File: src/rtl/vec_mul_seq.sv
// Folding sequencer: time-multiplexes a lanes-wide signed multiplier over length/lanes beats.
// Optional build macro VEC_MUL_SEQ_PIPE_EN inserts a register stage ahead of the product buffer.

module vec_mul_int #(
  parameter int bit_width = 8,
  parameter int lanes     = 8,
  parameter int prd_width = 2*bit_width
) (
  input  logic signed [bit_width-1:0] a [lanes],
  input  logic signed [bit_width-1:0] b [lanes],
  output logic signed [prd_width-1:0] p [lanes]
);
  localparam int full_w = 2*bit_width;

  for (genvar gi = 0; gi < lanes; gi++) begin : g_lane
    logic signed [full_w-1:0] full;
    // Full-width product is exact; widening to prd_width sign-extends.
    assign full  = full_w'(a[gi]) * full_w'(b[gi]);
    assign p[gi] = prd_width'(full);
  end
endmodule

module vec_mul_seq #(
  parameter  int bit_width = 8,
  parameter  int length    = 32,
  parameter  int lanes     = 8,
  parameter  int prd_width = 2*bit_width,
  localparam int beats     = length/lanes,
  localparam int beat_w    = (beats > 1) ? $clog2(beats) : 1
) (
  input  logic                        i_clk,
  input  logic                        i_rst,
  input  logic                        i_valid,
  output logic                        o_ready,
  input  logic signed [bit_width-1:0] i_vec_a [length],
  input  logic signed [bit_width-1:0] i_vec_b [length],
  output logic                        o_valid,
  input  logic                        i_ready,
  output logic signed [prd_width-1:0] o_prd [length],
  output logic                        o_busy,
  output logic [beat_w-1:0]           o_beat
);

  if (length % lanes != 0) begin : g_len_chk
    $error("vec_mul_seq: length must be a multiple of lanes");
  end
  if (prd_width < 2*bit_width) begin : g_prd_chk
    $error("vec_mul_seq: prd_width must be at least 2*bit_width");
  end

  typedef enum logic [1:0] {ST_IDLE, ST_RUN, ST_DONE} state_t;

  state_t                      state_reg, state_next;
  logic [beat_w-1:0]           beat_reg, beat_next;
  logic                        accept;
  logic                        last_beat;
  logic signed [bit_width-1:0] a_reg [length];
  logic signed [bit_width-1:0] b_reg [length];
  logic signed [prd_width-1:0] prd_reg [length];
  logic signed [bit_width-1:0] mul_a [lanes];
  logic signed [bit_width-1:0] mul_b [lanes];
  logic signed [prd_width-1:0] mul_p [lanes];

  // Buffer write port; fed directly or through the optional pipe stage.
  logic                        wr_en;
  logic [beat_w-1:0]           wr_idx;
  logic signed [prd_width-1:0] wr_prd [lanes];

  assign last_beat = (beat_reg == beat_w'(beats-1));

  always_comb begin
    for (int j = 0; j < lanes; j++) begin
      mul_a[j] = a_reg[int'(beat_reg)*lanes + j];
      mul_b[j] = b_reg[int'(beat_reg)*lanes + j];
    end
  end

  vec_mul_int #(
    .bit_width (bit_width),
    .lanes     (lanes),
    .prd_width (prd_width)
  ) u_mul (
    .a (mul_a),
    .b (mul_b),
    .p (mul_p)
  );

`ifdef VEC_MUL_SEQ_PIPE_EN
  logic                        drain_reg, drain_next;
  logic                        pipe_vld_reg;
  logic [beat_w-1:0]           pipe_idx_reg;
  logic signed [prd_width-1:0] pipe_prd_reg [lanes];

  always_ff @(posedge i_clk) begin
    if (i_rst) begin
      drain_reg    <= 1'b0;
      pipe_vld_reg <= 1'b0;
      pipe_idx_reg <= '0;
      for (int j = 0; j < lanes; j++) pipe_prd_reg[j] <= '0;
    end else begin
      drain_reg    <= drain_next;
      pipe_vld_reg <= (state_reg == ST_RUN) && !drain_reg;
      pipe_idx_reg <= beat_reg;
      for (int j = 0; j < lanes; j++) pipe_prd_reg[j] <= mul_p[j];
    end
  end

  assign wr_en  = pipe_vld_reg;
  assign wr_idx = pipe_idx_reg;
  assign wr_prd = pipe_prd_reg;
`else
  assign wr_en  = (state_reg == ST_RUN);
  assign wr_idx = beat_reg;
  assign wr_prd = mul_p;
`endif

  always_comb begin
    state_next = state_reg;
    beat_next  = beat_reg;
    accept     = 1'b0;
    o_ready    = 1'b0;
    o_valid    = 1'b0;
    o_busy     = 1'b0;
    o_beat     = '0;
`ifdef VEC_MUL_SEQ_PIPE_EN
    drain_next = drain_reg;
`endif
    case (state_reg)
      ST_IDLE: begin
        o_ready = 1'b1;
        if (i_valid) begin
          accept     = 1'b1;
          beat_next  = '0;
          state_next = ST_RUN;
        end
      end
      ST_RUN: begin
        o_busy = 1'b1;
        o_beat = beat_reg;
`ifdef VEC_MUL_SEQ_PIPE_EN
        // One extra cycle lets the last beat leave the pipe stage.
        if (drain_reg) begin
          drain_next = 1'b0;
          state_next = ST_DONE;
        end else if (last_beat) begin
          drain_next = 1'b1;
          beat_next  = '0;
        end else begin
          beat_next = beat_reg + 1'b1;
        end
`else
        if (last_beat) begin
          beat_next  = '0;
          state_next = ST_DONE;
        end else begin
          beat_next = beat_reg + 1'b1;
        end
`endif
      end
      ST_DONE: begin
        o_valid = 1'b1;
        o_busy  = 1'b1;
        if (i_ready) state_next = ST_IDLE;
      end
      default: state_next = ST_IDLE;
    endcase
  end

  always_ff @(posedge i_clk) begin
    if (i_rst) begin
      state_reg <= ST_IDLE;
      beat_reg  <= '0;
      for (int i = 0; i < length; i++) begin
        a_reg[i] <= '0;
        b_reg[i] <= '0;
      end
    end else begin
      state_reg <= state_next;
      beat_reg  <= beat_next;
      if (accept) begin
        for (int i = 0; i < length; i++) begin
          a_reg[i] <= i_vec_a[i];
          b_reg[i] <= i_vec_b[i];
        end
      end
    end
  end

  // Each buffer slot only listens to the beat that owns it.
  for (genvar gi = 0; gi < length; gi++) begin : g_slot
    always_ff @(posedge i_clk) begin
      if (i_rst) begin
        prd_reg[gi] <= '0;
      end else if (wr_en && (wr_idx == beat_w'(gi/lanes))) begin
        prd_reg[gi] <= wr_prd[gi%lanes];
      end
    end
  end

  assign o_prd = prd_reg;

endmodule

File: config.mk
export PLATFORM = sky130hd
export DESIGN_NAME = vec_mul_seq
export DESIGN_NICKNAME = d
export VERILOG_FILES = /design/src/rtl/vec_mul_seq.sv
export SDC_FILE = /design/constraint.sdc
export NUM_CORES = 2
export LEC_CHECK = 0
export BUFFER_PORTS_ARGS = -buffer_cell sky130_fd_sc_hd__buf_2
export CAP_MARGIN = 0
export CORE_AREA = 10 10 389 391
export CTS_CLUSTER_DIAMETER = 150
export DETAILED_ROUTE_END_ITERATION = 16
export DIE_AREA = 0 0 399 401
export PLACE_DENSITY_LB_ADDON = 0.15
export SYNTH_ARGS = -nofsm -noshare
export SYNTH_HDL_FRONTEND = slang
export SYNTH_SLANG_ARGS = --single-unit
File: constraint.sdc
create_clock -name i_clk -period 24 [get_ports i_clk]
set_input_delay 0 -clock i_clk [delete_from_list [all_inputs] [get_ports i_clk]]
set_output_delay 0 -clock i_clk [all_outputs]
set_load 0.02 [all_outputs]
==> Word-level counts from Yosys, hierarchy flattened <==
Memory sizes are Yosys's and may differ from the RTL's. A register that Yosys moved wholly into a read port is not among the register bits.
Index checks and enable logic that the tools add are counted.
{ "word_totals": {"ff_bits": 516, "ram_bits": 512, "inputBits": 516, "out_inout_bits": 517, "word_cells": 220, "mem_count": 2} }
{ "memory_table": {"columns": ["memory", "words", "word_bits", "read_ports", "rd_clocked_by_memory_dff", "write_ports", "line", "text"], "rows": [
  ["a_reg", 32, 8, 8, 1, 32, "57", "logic signed [bit_width-1:0] a_reg [length];"],
  ["b_reg", 32, 8, 8, 1, 32, "58", "logic signed [bit_width-1:0] b_reg [length];"]
]} }
{ "classes": {"n_addsub": 8, "multipliers": 8, "n_eq_ne": 8, "n_mux": 86, "bitwise_logic": 64, "reduce_logical": 10} }
{ "ops": {"columns": ["cell", "n"], "rows": [
  ["2-to-1 mux 8 bit", 64],
  ["multiplier 8 x 8 -> 16 bit", 8],
  ["OR 1 bit", 64],
  ["adder 5 x 3 -> 5 bit, second input constant", 4],
  ["2-to-1 mux 5 bit", 4],
  ["2-to-1 mux 2 bit", 6],
  ["adder 5 x 2 -> 5 bit, second input constant", 2],
  ["2-to-1 mux 1 bit", 10],
  ["equality test 2 bit, second input constant", 3],
  ["!= test 2 bit, second input constant", 3],
  ["case mux 2 bit (3 select lines)", 1],
  ["adder 5 x 1 -> 5 bit, second input constant", 1],
  ["equality test 2 x 1 -> 1 bit, second input constant", 2],
  ["logical AND 1 bit", 4],
  ["logical NOT 2 bit", 2],
  ["case mux 2 bit (2 select lines)", 1],
  ["AND reduction 3 bit", 1],
  ["adder 2 x 1 -> 2 bit, second input constant", 1],
  ["AND reduction 2 bit", 1],
  ["nonzero test 2 bit", 1],
  ["OR reduction 2 bit", 1]
]} }

==> Longest topological paths before layout <==
{ "logic_depth": {"depth_word": 6, "depth_mapped": 22, "mapped_depth_nobuf": 18} }

==> Modules after synthesis <==
A second synthesis with hierarchy kept.
{ "unflattened": {"hier_cells": 5745, "hier_area_um2": 59643.5} }
{ "by_module_without_submodules": {"columns": ["mod", "instances", "cells_each", "area_per_inst_um2", "seq_area_each_um2"], "rows": [
  ["vec_mul_seq", 1, 3506, 39744.4, 25744.7],
  ["vec_mul_int", 1, 2239, 19899.1, 0.0]
]} }

==> Worst setup path after synthesis <==
OpenSTA, ideal clock, no wires.
{ "synth_timing": {"path_type": "input port to flip-flop", "from": "in i_rst", "to": "mem a_reg[0][0] (enable)", "setup_ns": 3.644, "t_arrival_ns": 9.262, "slack_ns": 11.094, "cell_stages": 6, "n_path_buf": 4, "path_cell_list": "clkbuf_1 inv_2 buf_2 clkbuf_1 buf_1 nand2_1"} }
{ "synth_lines": {"columns": ["element", "line", "text"], "rows": [
  ["start: declaration", "32", "input logic i_rst,"],
  ["end: declaration", "57", null]
]} }

==> Worst setup path in the final report <==
{ "layout_timing": {"from": "reg beat_reg[1]", "to": "reg prd_reg, in the netlist o_prd[62]"} }
{ "layout_via": {"elab_chain_len": 3, "word_cells_on_any_way": 6, "classes_between": "add/sub (1); mul (1); eq/ne (1); reduce/logical (1); memory (2)"} }
{ "layout_lines": {"columns": ["element", "line", "text"], "rows": [
  ["start: declaration", "54", "logic [beat_w-1:0] beat_reg, beat_next;"],
  ["start signal: assignment", "179", "beat_reg <= beat_next;"],
  ["adder 5 x 3 -> 5 bit", "73, 74", null],
  ["memory (32 x 8 bit), on equally long branches", null, null],
  ["multiplier 8 x 8 -> 16 bit", "18", "assign full = full_w'(a[gi]) * full_w'(b[gi]);"],
  ["end signal: indexed assignment", "195", "prd_reg[gi] <= wr_prd[gi%lanes];"],
  ["end: declaration", "59", "logic signed [prd_width-1:0] prd_reg [length];"]
]} }
Several ways; a longest one is shown, not always the timed one.
A chain may end at the register's enable or synchronous reset.

==> report_table.html <==
<table>
<tr><th>Metric</th><th>Value</th></tr>
<tr><th colspan="2">Critical path</th></tr>
<tr><td>Highest-delay cell along the critical path</td><td>buf_4</td></tr>
<tr><td>Max Fanout on Critical Path</td><td>52</td></tr>
<tr><td>Delay-heaviest family, CP</td><td>adder cells</td></tr>
<tr><td>Critical path capture point type</td><td>flip-flop</td></tr>
<tr><td>Class of the most critical setup path</td><td>flip-flop to flip-flop</td></tr>
<tr><td>Worst EP required</td><td>24.58 ns</td></tr>
<tr><td>Worst path arrival time</td><td>7.63 ns</td></tr>
<tr><td>CP peak stage delay</td><td>0.72 ns</td></tr>
<tr><td>Kind of start point of the critical path</td><td>flip-flop</td></tr>
<tr><td>Buffers &amp; Inverters on Critical Path</td><td>6</td></tr>
<tr><td>Critical-path cell list</td><td>buf_4 &gt; buf_4 &gt; mux4_2 &gt; and2_1 &gt; fa_1 &gt; inv_1 &gt; fa_1 &gt; inv_1 &gt; fa_1 &gt; inv_1 &gt; fa_1 &gt; inv_1 &gt; ha_1 &gt; o21a_1 &gt; o31a_1 &gt; o311a_1 &gt; nor3_1 &gt; a211oi_1</td></tr>
<tr><th colspan="2">Logic synthesis</th></tr>
<tr><td>Total standard cell area after synthesis</td><td>60,400 um^2</td></tr>
<tr><td>Synthesized netlist net count</td><td>about 6,900</td></tr>
<tr><td>Total of flip-flops plus latches after synthesis</td><td>1,030</td></tr>
<tr><td>Post-synth cell types</td><td>72</td></tr>
<tr><td>Ys flop type</td><td>dfxtp_1</td></tr>
<tr><td>Post-Synthesis Cells</td><td>around 5,700</td></tr>
<tr><td>Average cell area after synthesis</td><td>10.6 um^2</td></tr>
<tr><td>Sequential fraction of the synthesis area</td><td>42.7%</td></tr>
<tr><td>EDFF count, synth</td><td>roughly 500</td></tr>
<tr><td>Share of flip-flops with an asynchronous set or reset</td><td>0%</td></tr>
<tr><td>Yosys warnings</td><td>0</td></tr>
<tr><th colspan="2">Job</th></tr>
<tr><td>Max Cap Violations</td><td>0</td></tr>
<tr><th colspan="2">Cells and area</th></tr>
<tr><td>Highest-count cells in the layout ignoring fill and taps</td><td>buf_2 (1,031), nand2_1 (646), inv_1 (643)</td></tr>
<tr><td>Area Overhead vs Synth</td><td>28.0%</td></tr>
<tr><td>Area of the multi-input gates</td><td>31,100 um^2</td></tr>
<tr><td>Finished Layout Cells</td><td>9,217</td></tr>
<tr><td>Layout cell share with drive strength beyond 1</td><td>19.7%</td></tr>
<tr><td># nets final</td><td>8,394</td></tr>
<tr><td>Most common library cell in the layout ignoring fill and taps</td><td>buf_2</td></tr>
<tr><td>Post-route standard cell area excluding fillers</td><td>77,300 um^2</td></tr>
<tr><td>Number of fillers in the final layout</td><td>roughly 13,000</td></tr>
<tr><td>Post-layout util</td><td>54.0%</td></tr>
<tr><td>Register cell area after layout</td><td>approximately 26,000 um^2</td></tr>
<tr><td>Number of flip-flops in the largest register</td><td>512</td></tr>
<tr><th colspan="2">GRT</th></tr>
<tr><td>Global-route usage over all layers</td><td>around 28%</td></tr>
<tr><td>Number of antenna violations at the first check in global routing</td><td>21</td></tr>
<tr><td>First-pass GRT wire length</td><td>~330 mm</td></tr>
<tr><td>Largest net degree at the start of global routing</td><td>175</td></tr>
<tr><td>Overflow left after global routing</td><td>0</td></tr>
<tr><td>Via count of the first global-routing pass</td><td>48,439</td></tr>
<tr><th colspan="2">Detailed routing</th></tr>
<tr><td>Via count</td><td>47,989</td></tr>
<tr><td>WL per Instance</td><td>approximately 25 um</td></tr>
<tr><td>DRT iter0 DRCs</td><td>3,556</td></tr>
<tr><td>Number of nets with antenna violations after routing</td><td>0</td></tr>
<tr><td>Residual DRC count</td><td>0</td></tr>
<tr><td>Vias per inst</td><td>5.21</td></tr>
<tr><td>Router iterations before antenna repair</td><td>5</td></tr>
<tr><td>Total Routed Length</td><td>around 230 mm</td></tr>
<tr><th colspan="2">Outcome</th></tr>
<tr><td>Run status</td><td>finished, final reports clean</td></tr>
<tr><th colspan="2">Floorplanning</th></tr>
<tr><td>Total core area</td><td>about 140,000 um^2</td></tr>
<tr><td>X dimension of the die</td><td>399 um</td></tr>
<tr><td>Io pins</td><td>a little over 1,000</td></tr>
<tr><td>Die Ht</td><td>between 400 and 500 um</td></tr>
<tr><td>Initial core utilization</td><td>42.2%</td></tr>
<tr><td>FP Rows</td><td>139</td></tr>
<tr><td>Die footprint</td><td>160,000 um^2</td></tr>
<tr><th colspan="2">Placement</th></tr>
<tr><td>Number of port buffers</td><td>between 1,000 and 1,500</td></tr>
<tr><td>Number of placed instances with taps included</td><td>8,394</td></tr>
<tr><td>Detailed placer's ending HPWL</td><td>approximately 170 mm</td></tr>
<tr><td>Final weighted congestion in routability-driven placement</td><td>between 0.8 and 0.9</td></tr>
<tr><td>Total cell area at the placement stage</td><td>67,300 um^2</td></tr>
<tr><th colspan="2">STA</th></tr>
<tr><td>Max_slew headroom</td><td>6.96%</td></tr>
<tr><td>Max Clock Freq</td><td>0.142 GHz</td></tr>
<tr><td>Slew Viols, Final</td><td>0</td></tr>
<tr><td>Hold violation count in the final report</td><td>0</td></tr>
<tr><td>Post-route fraction of the period consumed by the critical path</td><td>29.4%</td></tr>
<tr><td>Finish-stage setup viols</td><td>0</td></tr>
<tr><td>Tmin final</td><td>7.05 ns</td></tr>
<tr><td>Worst-margin pin slew</td><td>1.39 ns</td></tr>
<tr><td>Setup TNS</td><td>0 ns</td></tr>
<tr><td>Final clock skew</td><td>0.0523 ns</td></tr>
<tr><td>Setup repair after global routing missed its margin</td><td>false</td></tr>
<tr><th colspan="2">CTS</th></tr>
<tr><td>Clock transition at the registers of the reported paths</td><td>0.06 ns</td></tr>
<tr><td>Buffer count from post-CTS setup fixing</td><td>0</td></tr>
<tr><td>Inserted Clock Buffers</td><td>approximately 110</td></tr>
<tr><td>Number of sinks on the clock net</td><td>1,030</td></tr>
<tr><td>Clock tree from TritonCTS</td><td>yes</td></tr>
<tr><td>Resized cells post-CTS</td><td>0</td></tr>
<tr><td>Worst skew pair latency</td><td>0.75 ns</td></tr>
<tr><td>CTS root buffer</td><td>clkbuf_16</td></tr>
<tr><td>Buffer levels on the longest clock path</td><td>3</td></tr>
<tr><td>H-tree depth reported by CTS</td><td>3</td></tr>
<tr><th colspan="2">Pwr</th></tr>
<tr><td>Ratio of total power to cell area</td><td>150 nW/um^2</td></tr>
<tr><td>Leakage</td><td>34.1 nW</td></tr>
<tr><td>IR Drop Worst-Case VDD</td><td>0.135 mV</td></tr>
<tr><th colspan="2">Min path</th></tr>
<tr><td>HP Class</td><td>input port to flip-flop</td></tr>
</table>
## tightest hold or removal path, cell delays in order
cell and delay, ns:
dlygate4sd3_1 0.51, buf_2 0.09, and2_1 0.10
## final cells by class
cell class                      count  share of cell area (%)
Multi-Input combinational cell   3733                    40.3
Sequential cell                  1030                    33.3
Timing Repair Buffer             1677                    14.9
Clock buffer                      136                    3.90
Inverter                          646                    3.15
Tap cell                         1903                    3.08
Clock inverter                     67                    1.22
Antenna cell                       25                  0.0810
## what timing repair did
action                     in CTS  in global routing
hold buffers                  595                  0
setup endpoints to repair       0                  0
hold endpoints to repair      518                  0
## per-layer routing
| layer | vias up | global-route usage (%) | share of wire (%) |
|---|---|---|---|
| met5 | - | 0 | 0 |
| met4 | 0 | 10.6 | 4.0 |
| met3 | 361 | 6.31 | 7.9 |
| met2 | 1840 | 43.1 | 45 |
| met1 | 23797 | 38.0 | 43 |
| li1 | 21991 | - | - |
## path summary, 6_finish.rpt
| path | startpoint | to | slack (ns) | depth (start not counted) |
|---|---|---|---|---|
| setup / recovery | beat_reg[1]$_SDFFE_PP0P_ | o_prd[62]$_SDFFE_PP0P_ | 16.95 | 18 |
| hold / removal | i_vec_a[228] | a_reg[3][4]$_SDFFCE_PN0P_ | 0.06 | 3 |
| setup reg to reg | beat_reg[1]$_SDFFE_PP0P_ | o_prd[62]$_SDFFE_PP0P_ | 16.95 | 18 |
| hold reg to reg | o_prd[50]$_SDFFE_PP0P_ | o_prd[50]$_SDFFE_PP0P_ | 0.45 | 2 |
## per-stage QoR
stage          worst slack (ns)  hold slack (ns)  power (mW)
6_report                  16.95           0.0619        11.6
5_1_grt                   16.59           0.0376        12.4
4_1_cts                   16.83          0.00122        11.7
3_5_place_dp              16.88            0.280        9.69
3_3_place_gp              16.98            0.279        9.62
2_1_floorplan             11.09            0.198        6.78
## cell usage after synthesis (35+ instances only)
cell / count / area, um^2
nand3_1: 159 / 796
and2_1: 640 / 4000
ha_1: 239 / 2990
xnor2_1: 66 / 578
dfxtp_1: 518 / 10400
nor2b_1: 235 / 1470
fa_1: 440 / 8810
nor4_1: 41 / 257
o21ai_1: 82 / 410
xor2_1: 35 / 307
a21oi_1: 344 / 1720
o211ai_1: 42 / 315
o31ai_1: 36 / 270
a211oi_1: 63 / 473
edfxtp_1: 512 / 15400
nor2_1: 216 / 811
inv_1: 643 / 2410
nand2_1: 651 / 2440
clkbuf_1: 194 / 728
mux4_2: 120 / 2700
## report_power, final
group | switching, mW | internal (mW) | leakage (nW)
Sequential | 0.115 | 2.17 | 9.68
Clock | 0.764 | 1.09 | 1.91
Combinational | 5.15 | 2.30 | 22.5
## logic make-up (layout without fill, tap and decap cells)
family / Yosys count / count (layout) / synth area share, %
AOI/OAI and AO/OA: 791 / 791 / 8.48
xor gates and xnor gates: 101 / 101 / 1.47
adders and majority gates: 679 / 679 / 19.5
buffers and inverters: 917 / 2526 / 5.85
DFF: 1030 / 1030 / 42.7
muxes: 143 / 143 / 4.88
other: 0 / 25 / 0
and+or+nand+nor: 2019 / 2019 / 17.1
No activity file was read; power rests on OpenSTA's default activity.
